$ cat src/rtl/xor_stream_decoder.sv
// xor_stream_decoder
// Receive-side XOR stream decipher. Each accepted word is XORed with the low
// SIZE bits of a 16-bit Galois LFSR keystream that is regenerated locally from
// a shared seed. The same block used upstream acts as the encoder.
//
// Control states:
//   state     | meaning
//   ----------+------------------------------------------------------------
//   UNSEEDED  | after reset; input is blocked, no output is produced
//   RUN       | keystream live; words accepted and deciphered (exit: reset)
//
// The output stage is a single registered slot. A new word may enter in the
// same cycle the consumer takes the old one, so the stream runs at one word
// per cycle while out_ready stays high.

module xor_stream_decoder #(
  parameter int          SIZE         = 8,
  parameter logic [15:0] DEFAULT_SEED = 16'hACE1
) (
  input  logic            clk,
  input  logic            rst_n,
  input  logic            seed_load,
  input  logic [15:0]     seed,
  input  logic            in_valid,
  output logic            in_ready,
  input  logic [SIZE-1:0] in_data,
  output logic            out_valid,
  input  logic            out_ready,
  output logic [SIZE-1:0] out_data,
  output logic            seeded,
  output logic [15:0]     word_count
);

  typedef enum logic {
    ST_UNSEEDED = 1'b0,
    ST_RUN      = 1'b1
  } state_t;

  localparam logic [15:0] LFSR_TAPS = 16'hB400;

  state_t            state_q,      state_d;
  logic [15:0]       lfsr_q,       lfsr_d;
  logic              out_valid_q,  out_valid_d;
  logic [SIZE-1:0]   out_data_q,   out_data_d;
  logic [15:0]       word_count_q, word_count_d;

  logic              run;
  logic              accept;
  logic              out_fire;
  logic [SIZE-1:0]   key;
  logic [15:0]       lfsr_step;
  logic [15:0]       seed_eff;

  // One right-shift step of the Galois LFSR; a nonzero state never reaches zero.
  function automatic logic [15:0] lfsr_next(input logic [15:0] cur);
    lfsr_next = (cur >> 1) ^ (cur[0] ? LFSR_TAPS : 16'h0000);
  endfunction

  // Handshake qualifiers and keystream taps for the current word.
  always_comb begin
    run       = (state_q == ST_RUN);
    // Seed load and accept are mutually exclusive by construction: the load
    // cycle blocks input so the keystream restart is never mixed with a word.
    in_ready  = run && !seed_load && (!out_valid_q || out_ready);
    accept    = in_valid && in_ready;
    out_fire  = out_valid_q && out_ready;
    key       = lfsr_q[SIZE-1:0];
    lfsr_step = lfsr_next(lfsr_q);
    // A zero seed would lock the LFSR at zero, so it is replaced.
    seed_eff  = (seed == 16'h0000) ? DEFAULT_SEED : seed;
  end

  // Next-state selection: seed load wins, then accept, then output drain.
  always_comb begin
    state_d      = state_q;
    lfsr_d       = lfsr_q;
    out_valid_d  = out_valid_q;
    out_data_d   = out_data_q;
    word_count_d = word_count_q;

    if (seed_load) begin
      // Restart from any state; a pending word is discarded even if the
      // consumer is taking it in this same cycle.
      state_d      = ST_RUN;
      lfsr_d       = seed_eff;
      word_count_d = 16'h0000;
      out_valid_d  = 1'b0;
    end else if (accept) begin
      // Replaces the held word; covers the simultaneous drain case as well.
      out_data_d   = in_data ^ key;
      out_valid_d  = 1'b1;
      lfsr_d       = lfsr_step;
      word_count_d = word_count_q + 16'h0001;
    end else if (out_fire) begin
      out_valid_d  = 1'b0;
    end
  end

  // State and registered outputs; reset drops any in-flight word immediately.
  always_ff @(posedge clk or negedge rst_n) begin
    if (!rst_n) begin
      state_q      <= ST_UNSEEDED;
      lfsr_q       <= DEFAULT_SEED;
      out_valid_q  <= 1'b0;
      out_data_q   <= '0;
      word_count_q <= 16'h0000;
    end else begin
      state_q      <= state_d;
      lfsr_q       <= lfsr_d;
      out_valid_q  <= out_valid_d;
      out_data_q   <= out_data_d;
      word_count_q <= word_count_d;
    end
  end

  assign out_valid  = out_valid_q;
  assign out_data   = out_data_q;
  assign word_count = word_count_q;
  assign seeded     = (state_q == ST_RUN);

endmodule
$ cat config.mk
export PLATFORM = sky130hd
export DESIGN_NAME = xor_stream_decoder
export DESIGN_NICKNAME = d
export VERILOG_FILES = /design/src/rtl/xor_stream_decoder.sv
export SDC_FILE = /design/constraint.sdc
export NUM_CORES = 1
export LEC_CHECK = 0
export ABC_CLOCK_PERIOD_IN_PS = 4650
export CAP_MARGIN = 20
export CORE_UTILIZATION = 51
export DETAILED_ROUTE_END_ITERATION = 10
export HOLD_SLACK_MARGIN = 0.05
export PLACE_DENSITY = 0.93
export SYNTH_ARGS = -nofsm -noshare
export SYNTH_HDL_FRONTEND = slang
export SYNTH_SLANG_ARGS = --single-unit
$ cat constraint.sdc
create_clock -name clk -period 4.65 [get_ports clk]
set_clock_uncertainty 0.15 [all_clocks]
set_input_delay 0.465 -clock clk [delete_from_list [all_inputs] [get_ports clk]]
set_output_delay 0.465 -clock clk [all_outputs]
set_load 0.03 [all_outputs]
Word level (Yosys, flattened, before mapping)

Cells that the tools add are included.

Add/subtract/negate cells: 1
Shifts and indexed selects: 0
Reduce and logical (&&, ||, !) cells: 11
Mux-type cells: 9
Magnitude comparators: 0
Div/mod/pow operators: 0
Bitwise logic cells: 3
Eq/ne operators: 0
Multipliers: 0

Operators with widths:

| kind                  | number |
|---|---|
| $mux 16               | 6 |
| $add 16x1->16 const B | 1 |
| $logic_not 16->1      | 1 |
| $xor 15x16->16        | 1 |
| $xor 8x8->8           | 1 |
| $logic_and 1x1->1     | 4 |
| $mux 1                | 3 |
| $reduce_bool 3->1     | 1 |
| $logic_not 1->1       | 2 |
| $reduce_and 2->1      | 1 |
| $reduce_bool 2->1     | 1 |
| $logic_or 1x1->1      | 1 |
| $not 1->1             | 1 |

Output and inout port bits: 27
Latch bits: 0
Memory bits (read-only): 0
Memories kept: 0
Input port bits: 29
Logic and storage cells: 29
RAM bits: 0
Register bits: 42

Longest topological paths before layout

Gate-level depths: netlist of run 1.

Depth in word-level cells: 6
Depth in mapped cells: 6
Depth with buffers taken out: 5

Least setup slack after synthesis of run 1

OpenSTA, ideal clock, no wires.

Kind: register to register
Start: register word_count_q[0], in the netlist word_count[0]
End: register word_count_q[14], in the netlist word_count[14]
Period minus slack after synthesis: 2.146 ns
Setup time: 0.077 ns
Data required time: 4.423 ns
Buffers on the path: 1
Setup slack: 2.504 ns
Arrival: 1.919 ns
Stages on the path, launching flop included: 7
Cell sequence: dfrtp_1 > ha_1 > nand3_2 > or3_1 > buf_2 > or4_1 > a21oi_1

Longest elaborated chain between the ends: 3

Ends and longest elaborated chain:

| what                   | line | text |
|---|---|---|
| from (decl)            | 45   | `logic [15:0] word_count_q, word_count_d;` |
| from (signal assigned) | 112  | `word_count_q <= word_count_d;` |
| $add 16x1->16          | 93   | `word_count_d = word_count_q + 16'h0001;` |
| $mux 16                | 88   | `end else if (accept) begin` |
| $mux 16                | 81   | `if (seed_load) begin` |

Every way passes these cells. The select of a mux whose other input is x is not followed.
A chain may end at the register's enable or synchronous reset.

Worst setup path in the final report of run 1

Start: input port seed_load
End: output port in_ready

Longest elaborated chain between the ends: 3

Ends and longest elaborated chain:

| what                            | line | text |
|---|---|---|
| from (decl)                     | 22   | `input logic seed_load,` |
| $logic_not 1->1                 | 64   | `in_ready = run && !seed_load && (!out_valid_q \|\| out_ready);` |
| $logic_and 1x1->1 (2 in series) | 64   |  |
| to (decl)                       | 25   | `output logic in_ready,` |

Every way passes these cells.

==> flow_summary.json, run 1 <==
{
  "cp-start-kind": "input port",
  "final.period_utilization_pct": 64.72,
  "hp-class": "input port to asynchronous set/reset pin",
  "die_area_um2": 4286,
  "status": "completed",
  "worstMarginPinSlew_ns": 0.9256,
  "synth.yosys.seq_area_share_pct": 51.64,
  "period_minus_slack_ns": 3.010,
  "syn-cell-area_um2": 2054,
  "cts-root-buf": "clkbuf_8",
  "num_io_pins": 56,
  "utilization_pct": 71.53,
  "worstSetupEndpointType": "output port",
  "antenna_cells": 0,
  "wire_per_inst_um": 15.10,
  "die_y_um": 65.47,
  "yosysTopAreaCell": "dfrtp_1",
  "route.detailed.drc": 0,
  "wl_um": 4650,
  "initial_utilization_pct": 54.48,
  "cts_buffers": 5,
  "syn_nets": 238,
  "cp_max_fo": 23,
  "nets": 289,
  "setup_tns_ns": 0,
  "io_buffers": 55,
  "vias_per_cell": 5.685,
  "hold_viol": 0,
  "drv_slew": 0,
  "total_power_uw": 844.6,
  "antenna_found_initial": 0,
  "ir_drop_uv": 221.6,
  "overflow": 0,
  "tritoncts": "yes",
  "htreeDepth": 2,
  "max-cap-violations": 0,
  "clockBufferDepth": 2,
  "synth_area_per_cell_um2": 9.877,
  "crit_slowest_cell": "clkdlybuf4s50_1",
  "clk_latency_ns": 0.30,
  "setup_violations": 0,
  "synth_cell_type_count": 36,
  "track_usage_pct": 23.98,
  "clkSlewWorstSetupHoldPaths_ns": 0.09,
  "yosysWarnings": 0,
  "max_freq_mhz": 332.3,
  "synthTopCellsByArea": "dfrtp_1 41%, dfstp_2 10%, nand2_1 4.8%",
  "gp_congestion": 0.7817,
  "grt_max_degree": 43,
  "drt_first_pass_iters": 5,
  "cts_resized": 0,
  "post-dp-hpwl_um": 3175,
  "yosysTopAreaCellShare_pct": 41.41,
  "drtAntennaViolNets": 0,
  "slowest_delay_ns": 0.79,
  "rsz0062_at_grt": "false",
  "grt_pass1_vias": 1668,
  "synth-seq-cells": 42,
  "synth_cells": 208,
  "path_cells": "clkdlybuf4s50_1 > nand2b_4 > nor2_1 > clkdlybuf4s50_1",
  "num_rows": 22,
  "cts_setup_buffers": 0,
  "drt_iter0_drc": 148,
  "crit_required_ns": 4.03,
  "num_vias": 1751,
  "grt_pass1_wl_um": 7679,
  "p_leak_nw": 1.071,
  "drive_gt1_share_pct": 9.231,
  "coreArea_um2": 3771,
  "area.growth.synth_to_final_pct": 31.30,
  "cts.sinks": 42,
  "relSlewSlack_pct": 38.29,
  "cp_common_cell": "clkdlybuf4s50_1",
  "cp.arrival_ns": 2.39,
  "die_w_um": 65.47,
  "hold_buffers": 0,
  "worstSetupPathType": "input port to output port",
  "power_density_nw_per_um2": 313.1
}
==> critical path, delay by kind of cell <==
kind	cells	cell delay, ns
buffers and inverters	2	1.47
and+or+nand+nor	2	0.45
==> sequential cells by signal, summed over array words and instances (netlist names) <==
register and flops:
lfsr_q 16, out_data 8, out_valid 1, seeded 1, word_count 16
==> layer usage <==
metal,vias up,track usage (%),routed length [um]
met2,60,37.63,2319
met5,-,0,0
met4,0,13.04,101
met3,12,4.340,211
li1,844,-,-
met1,835,31.36,2017
==> report_power, final <==
group,internal (mW),leakage (nW),switching [mW]
logic,0.0843,0.513,0.0954
clock network,0.106,0.0452,0.129
registers,0.405,0.513,0.0254
==> cells in the mapped netlist <==
| cell | n |
|---|---|
| dfstp_2 | 8 |
| o21ai_0 | 16 |
| ha_1 | 1 |
| a31oi_1 | 1 |
| nor3_1 | 1 |
| nor2b_2 | 1 |
| and4_1 | 3 |
| a22oi_1 | 12 |
| or4_1 | 4 |
| xnor2_1 | 11 |
| nand2b_1 | 3 |
| inv_1 | 1 |
| nor2_1 | 16 |
| and3_2 | 1 |
| mux2i_1 | 6 |
| xor2_1 | 6 |
| dfrtp_1 | 34 |
| o31ai_1 | 4 |
| and3_1 | 1 |
| nand3_2 | 1 |
| or2_2 | 1 |
| buf_4 | 3 |
| buf_2 | 3 |
| nand2_1 | 26 |
| nand4_1 | 3 |
| or3_1 | 4 |
| and2b_1 | 1 |
| clkbuf_1 | 3 |
| buf_1 | 4 |
| a21oi_1 | 15 |
| and2_1 | 1 |
| nand2b_4 | 1 |
| nand3_1 | 5 |
| nor4b_1 | 1 |
| and4_2 | 1 |
| nor4_1 | 5 |
==> metrics by stage <==
stage / cell area [um^2] / hold slack [ns] / std cells / setup slack, ns
after floorplan: 2054 / 0.01941 / 208 / 2.504
after global placement: 2604 / 0.3122 / 299 / 1.679
after detailed placement: 2604 / 0.3174 / 299 / 1.666
after CTS: 2690 / 0.1733 / 307 / 1.666
after global routing: 2698 / 0.2208 / 308 / 1.573
final: 2698 / 0.1408 / 308 / 1.640
==> final cells by class <==
cell class                      instances  area [um^2]
Clock buffer                            6        72.57
Clock inverter                          2        13.76
Sequential cell                        42         1061
Tap cell                               48        60.06
Inverter                                1        3.754
Timing Repair Buffer                   57        560.5
Multi-Input combinational cell        152        925.9
Fill cell                             276         1074
==> placed cells by master, fill, tap and decap left out, types with 8 or more instances in the layout <==
cell type / synthesis / routed
nand2_1: 26 / 26
a22oi_1: 12 / 12
dfstp_2: 8 / 8
dfrtp_1: 34 / 34
clkdlybuf4s50_1: 0 / 54
xnor2_1: 11 / 11
o21ai_0: 16 / 16
a21oi_1: 15 / 15
nor2_1: 16 / 16
==> final timing paths <==
kind                       depth (start not counted)        endpoint     startpoint  slack, ns
max                                                4        in_ready      seed_load       1.64
min                                                1   word_count[3]          rst_n       0.14
max reg2reg                                        5  word_count[14]  word_count[0]       2.58
min reg2reg                                        2       lfsr_q[9]      lfsr_q[9]       0.34
max in group asynchronous                          1       lfsr_q[2]          rst_n       3.63
min in group clk                                   2       lfsr_q[9]      lfsr_q[9]       0.34
==> cell families (layout without fill, tap and decap cells) <==
group / Yosys count / count (layout) / synth area share [%]
and+or+nand+nor: 80 / 80 / 20.59
AOI/OAI and AO/OA: 48 / 48 / 13.70
DFF: 42 / 42 / 51.64
xor gates and xnor gates: 17 / 17 / 7.247
buffers and inverters: 14 / 66 / 3.288
muxes: 6 / 6 / 2.923
adders and majority gates: 1 / 1 / 0.6089
No activity file was read; power rests on OpenSTA's default activity.
==> inputs of run 2 (changes only) <==
ABC_CLOCK_PERIOD_IN_PS = 3030   (was 4650)
CORE_UTILIZATION = 48   (was 51)
PLACE_DENSITY = 0.89   (was 0.93)
clock period = 3.03 ns   (was 4.65 ns; I/O delays follow)
==> flow_summary.json, run 2 (same netlist as run 1, synthesis figures left out) <==
{
  "hold_buffers": 1,
  "num_io_pins": 56,
  "relSlewSlack_pct": 39.92,
  "antenna_found_initial": 0,
  "hp-class": "flip-flop to flip-flop",
  "total_power_mw": 1.354,
  "drive_gt1_share_pct": 9.579,
  "cts_setup_buffers": 0,
  "layout_common_cells": "54 x clkdlybuf4s50_1, 34 x dfrtp_1, 26 x nand2_1, 16 x nor2_1, 16 x o21ai_0",
  "initial_utilization_pct": 50.63,
  "wl_um": 4311,
  "die_y_um": 67.42,
  "multiInputGateArea_um2": 925.9,
  "overflow": 0,
  "cts_resized": 0,
  "grt_pass1_wl_um": 7086,
  "max_freq_mhz": 453.6,
  "cts-root-buf": "clkbuf_8",
  "p_leak_nw": 1.088,
  "vias_per_cell": 5.508,
  "die_w_um": 67.42,
  "grt_pass1_vias": 1553,
  "dp_slack_ns": 0.6569,
  "dp.cells": 302,
  "grt_max_degree": 43,
  "cp-start-kind": "input port",
  "wire_per_inst_um": 13.86,
  "num_rows": 23,
  "nets": 290,
  "worstSetupEndpointType": "output port",
  "final_area_um2": 2734,
  "track_usage_pct": 21.07,
  "io_buffers": 55,
  "worstMarginPinSlew_ns": 0.9012,
  "final.period_utilization_pct": 72.76,
  "coreArea_um2": 4058,
  "place_area_um2": 2614,
  "clkSlewWorstSetupHoldPaths_ns": 0.08,
  "worstSetupPathType": "input port to output port",
  "period_minus_slack_ns": 2.205,
  "antenna_cells": 0,
  "cts_buffers": 5,
  "setup_tns_ns": 0,
  "power_density_nw_per_um2": 495.2,
  "final_cells": 311,
  "tritoncts": "yes",
  "cp.arrival_ns": 1.75,
  "hold_ws_ns": 0.3399,
  "post-dp-hpwl_um": 3123,
  "route.detailed.drc": 0,
  "die_area_um2": 4545,
  "ir_drop_uv": 355.9,
  "status": "completed",
  "cp_max_fo": 4,
  "clk_latency_ns": 0.30,
  "drt_iter0_drc": 102,
  "rsz0062_at_grt": "false",
  "utilization_pct": 67.38,
  "fill_cells": 328,
  "htreeDepth": 2,
  "crit_required_ns": 2.58,
  "drtAntennaViolNets": 0,
  "drv_slew": 0,
  "fin_ws_ns": 0.8254,
  "clockBufferDepth": 2,
  "area.growth.synth_to_final_pct": 33.07,
  "hold_viol": 0,
  "setup_violations": 0,
  "max-cap-violations": 0,
  "final_common_cell": "clkdlybuf4s50_1",
  "seqCellArea_um2": 1061,
  "cts.sinks": 42,
  "drt_first_pass_iters": 4,
  "gp_congestion": 0.7805,
  "num_vias": 1713
}
[run 2: cell types whose count changed in the layout (fill, tap and decap cells not counted), sizes merged]
cell	change
dlygate4sd3	+1
clkbuf	+2
clkinv	-2
[run 2: layout make-up]
| class | instances | area share [%] |
|---|---|---|
| repair buffers | 58 | 20.87 |
| multi-input cells | 152 | 33.87 |
| well taps | 50 | 2.288 |
| inverters | 1 | 0.1373 |
| clock buffers | 8 | 4.027 |
| flip-flops and latches | 42 | 38.81 |
[run 2: path summary, 6_finish.rpt]
check / start / end / slack (ns) / depth (start not counted)
max in group asynchronous: rst_n / word_count[14] / 1.64 / 2
worst max register to register: word_count[1] / word_count[14] / 0.96 / 5
worst min register to register: lfsr_q[9] / lfsr_q[9] / 0.34 / 2
worst max-delay path: seed_load / in_ready / 0.83 / 4
min in group asynchronous: rst_n / word_count[5] / 0.53 / 2
worst min-delay path: lfsr_q[9] / lfsr_q[9] / 0.34 / 2
[run 2: power breakdown]
| part | total, mW | switching, mW | internal (mW) |
|---|---|---|---|
| sequential | 0.662 | 0.0404 | 0.621 |
| clock | 0.419 | 0.189 | 0.230 |
| combinational | 0.274 | 0.144 | 0.130 |
[run 2: critical path: stages]
cell	delay, ns
clkdlybuf4s50_1	0.45
nand2b_4	0.17
nor2_1	0.13
clkdlybuf4s50_1	0.69
[run 2: metal layers]
layer / track usage (%) / wire length, um / vias up
met5: 0 / 0 / -
met4: 9.043 / 45 / 0
met3: 4.730 / 229 / 5
met2: 34.13 / 2063 / 56
met1: 26.95 / 1972 / 816
li1: - / - / 836
==> inputs of run 3 (changes only) <==
ABC_CLOCK_PERIOD_IN_PS = 1800   (was 3030)
CORE_UTILIZATION = 43   (was 48)
PLACE_DENSITY = 0.84   (was 0.89)
clock period = 1.8 ns   (was 3.03 ns; I/O delays follow)
==> flow_summary.json, run 3 (same netlist as run 1, synthesis figures left out) <==
{
  "hold_viol": 0,
  "internal_power_mw": 1.566,
  "setup_tns_ns": 0,
  "met2WireLength_um": 2399,
  "rsz0062_at_grt": "true",
  "htreeDepth": 2,
  "grt_max_degree": 31,
  "die_w_um": 71.12,
  "wl_um": 4925,
  "met3_length_um": 305,
  "grt_pass1_wl_um": 8245,
  "overflow": 0,
  "p_switching_uw": 627.5,
  "die_area_um2": 5058,
  "reg2reg_setup_slack_ns": 0.01,
  "grt_pass1_vias": 1758,
  "final.period_utilization_pct": 99.25,
  "p_leak_nw": 1.269,
  "io_buffers": 55,
  "cts-root-buf": "clkbuf_8",
  "pwr-share-comb_pct": 22.9,
  "cts.sinks": 42,
  "path_buf_inv": 0,
  "p_sw_share_pct": 28.60,
  "cp-start-kind": "flip-flop",
  "drtAntennaViolNets": 0,
  "max-cap-violations": 0,
  "tritoncts": "yes",
  "worstSetupEndpointType": "flip-flop",
  "cts_buffers": 5,
  "nets": 315,
  "cp.arrival_ns": 1.84,
  "relSlewSlack_pct": 64.89,
  "met1_length_um": 2201,
  "initial_utilization_pct": 45.92,
  "power_density_nw_per_um2": 741.1,
  "ir_drop_uv": 362.9,
  "antenna_found_initial": 0,
  "clockBufferDepth": 2,
  "hp-class": "input port to asynchronous set/reset pin",
  "route.detailed.drc": 5,
  "num_rows": 24,
  "drt_iter0_drc": 120,
  "die_y_um": 71.12,
  "drt_first_pass_iters": 7,
  "fill_cells": 362,
  "post-dp-hpwl_um": 3692,
  "antenna_cells": 0,
  "wire_per_inst_um": 14.57,
  "clk_latency_ns": 0.29,
  "power_frac_clock_pct": 26.2,
  "max_freq_mhz": 559.7,
  "path_delay_family": "simple AND/OR/NAND/NOR gates",
  "setup_violations": 0,
  "final_common_cell": "clkdlybuf4s50_1",
  "num_vias": 1852,
  "crit_required_ns": 1.86,
  "total_power_mw": 2.194,
  "vias_per_cell": 5.479,
  "cp_max_fo": 8,
  "drv_slew": 0,
  "worstMarginPinSlew_ns": 0.5266,
  "coreArea_um2": 4474,
  "worstSetupPathType": "flip-flop to flip-flop",
  "clkSlewWorstSetupHoldPaths_ns": 0.08,
  "power.share.sequential_pct": 50.9,
  "top_layer": "met4",
  "slowest_delay_ns": 0.41,
  "violations": "design-rule violations",
  "num_io_pins": 56,
  "drive_gt1_share_pct": 22.03,
  "crit_slowest_cell": "or4_1",
  "track_usage_pct": 20.72,
  "area.growth.synth_to_final_pct": 44.09,
  "path_cells": "ha_4 > nand3_2 > or3_4 > or4_1 > a21oi_1",
  "period_minus_slack_ns": 1.787,
  "layout_common_cells": "47 x clkdlybuf4s50_1, 27 x buf_4, 26 x nand2_1, 25 x dfrtp_1",
  "gp_congestion": 0.8009,
  "status": "finished, violations left"
}
run 3: cell count changes in the layout (fill, tap and decap cells not counted), moves of 3 or more:
cell | previous run | this run
dfrtp_1 | 34 | 25
buf_4 | 2 | 27
dfrtp_2 | 0 | 9
clkbuf_1 | 0 | 3
dlymetal6s2s_1 | 0 | 4
clkbuf_8 | 8 | 5
clkdlybuf4s50_1 | 54 | 47
run 3: path summary, 6_finish.rpt:
check | from | end | depth (start not counted)
setup / recovery | word_count[1] | word_count[14] | 5
hold / removal | rst_n | word_count[4] | 2
setup reg to reg | word_count[1] | word_count[14] | 5
hold reg to reg | lfsr_q[8] | lfsr_q[8] | 2
max in group asynchronous | rst_n | lfsr_q[10] | 3
min in group clk | lfsr_q[8] | lfsr_q[8] | 2
run 3: worst reg2reg max path, delay by kind of cell, from the launching register on:
kind            cells  cell delay (ns)
simple gates        3             0.89
fa+ha+maj           1             0.15
flops               1             0.40
compound gates      1             0.13
run 3: area by class of cell:
type	count	area [um^2]	area share (%)
tap	52	65.06	2.198
clock buffer	8	80.08	2.705
multi-input combinational	152	963.4	32.54
inverter	1	3.754	0.1268
sequential	42	1072	36.22
timing repair buffer	83	775.7	26.20
run 3: metal layers:
| metal | GRT usage (%) | vias up |
|---|---|---|
| met5 | 0 | - |
| met4 | 2.889 | 0 |
| met3 | 4.558 | 4 |
| met2 | 35.90 | 71 |
| met1 | 27.38 | 881 |
| li1 | - | 896 |
run 3: power groups by stage:
| stage | clock (mW) | sequential, mW | combinational, mW |
|---|---|---|---|
| 6_report | 0.575 | 1.12 | 0.502 |
| 5_1_grt | 0.628 | 1.13 | 0.540 |
| 4_1_cts | 0.580 | 1.12 | 0.503 |
| 3_5_place_dp | 0 | 1.13 | 0.503 |
| 3_3_place_gp | 0 | 1.13 | 0.491 |
| 2_1_floorplan | 0 | 1.20 | 0.172 |
run 3: what timing repair did:
item                                    CTS  global route
hold endpoints to repair                 17             0
resized for setup                         4             7
endpoints found under the setup margin    6            14
pin swaps                                 1             3
hold buffers                              1             0
setup buffers                             0             3
run 3: metrics by stage:
stage               cells  utilization (%)  cell area, um^2  hold WS [ns]  worst slack (ns)
global placement      326            62.98             2818       0.04039           -0.2496
CTS                   335            65.16             2915        0.2655          0.002001
global route          338            66.16             2960        0.3087          -0.03949
floorplan             208                -             2087       -0.2656           -0.1341
detailed placement    326            62.98             2818       0.03337           -0.3280
finish                338            66.16             2960        0.2527           0.01343
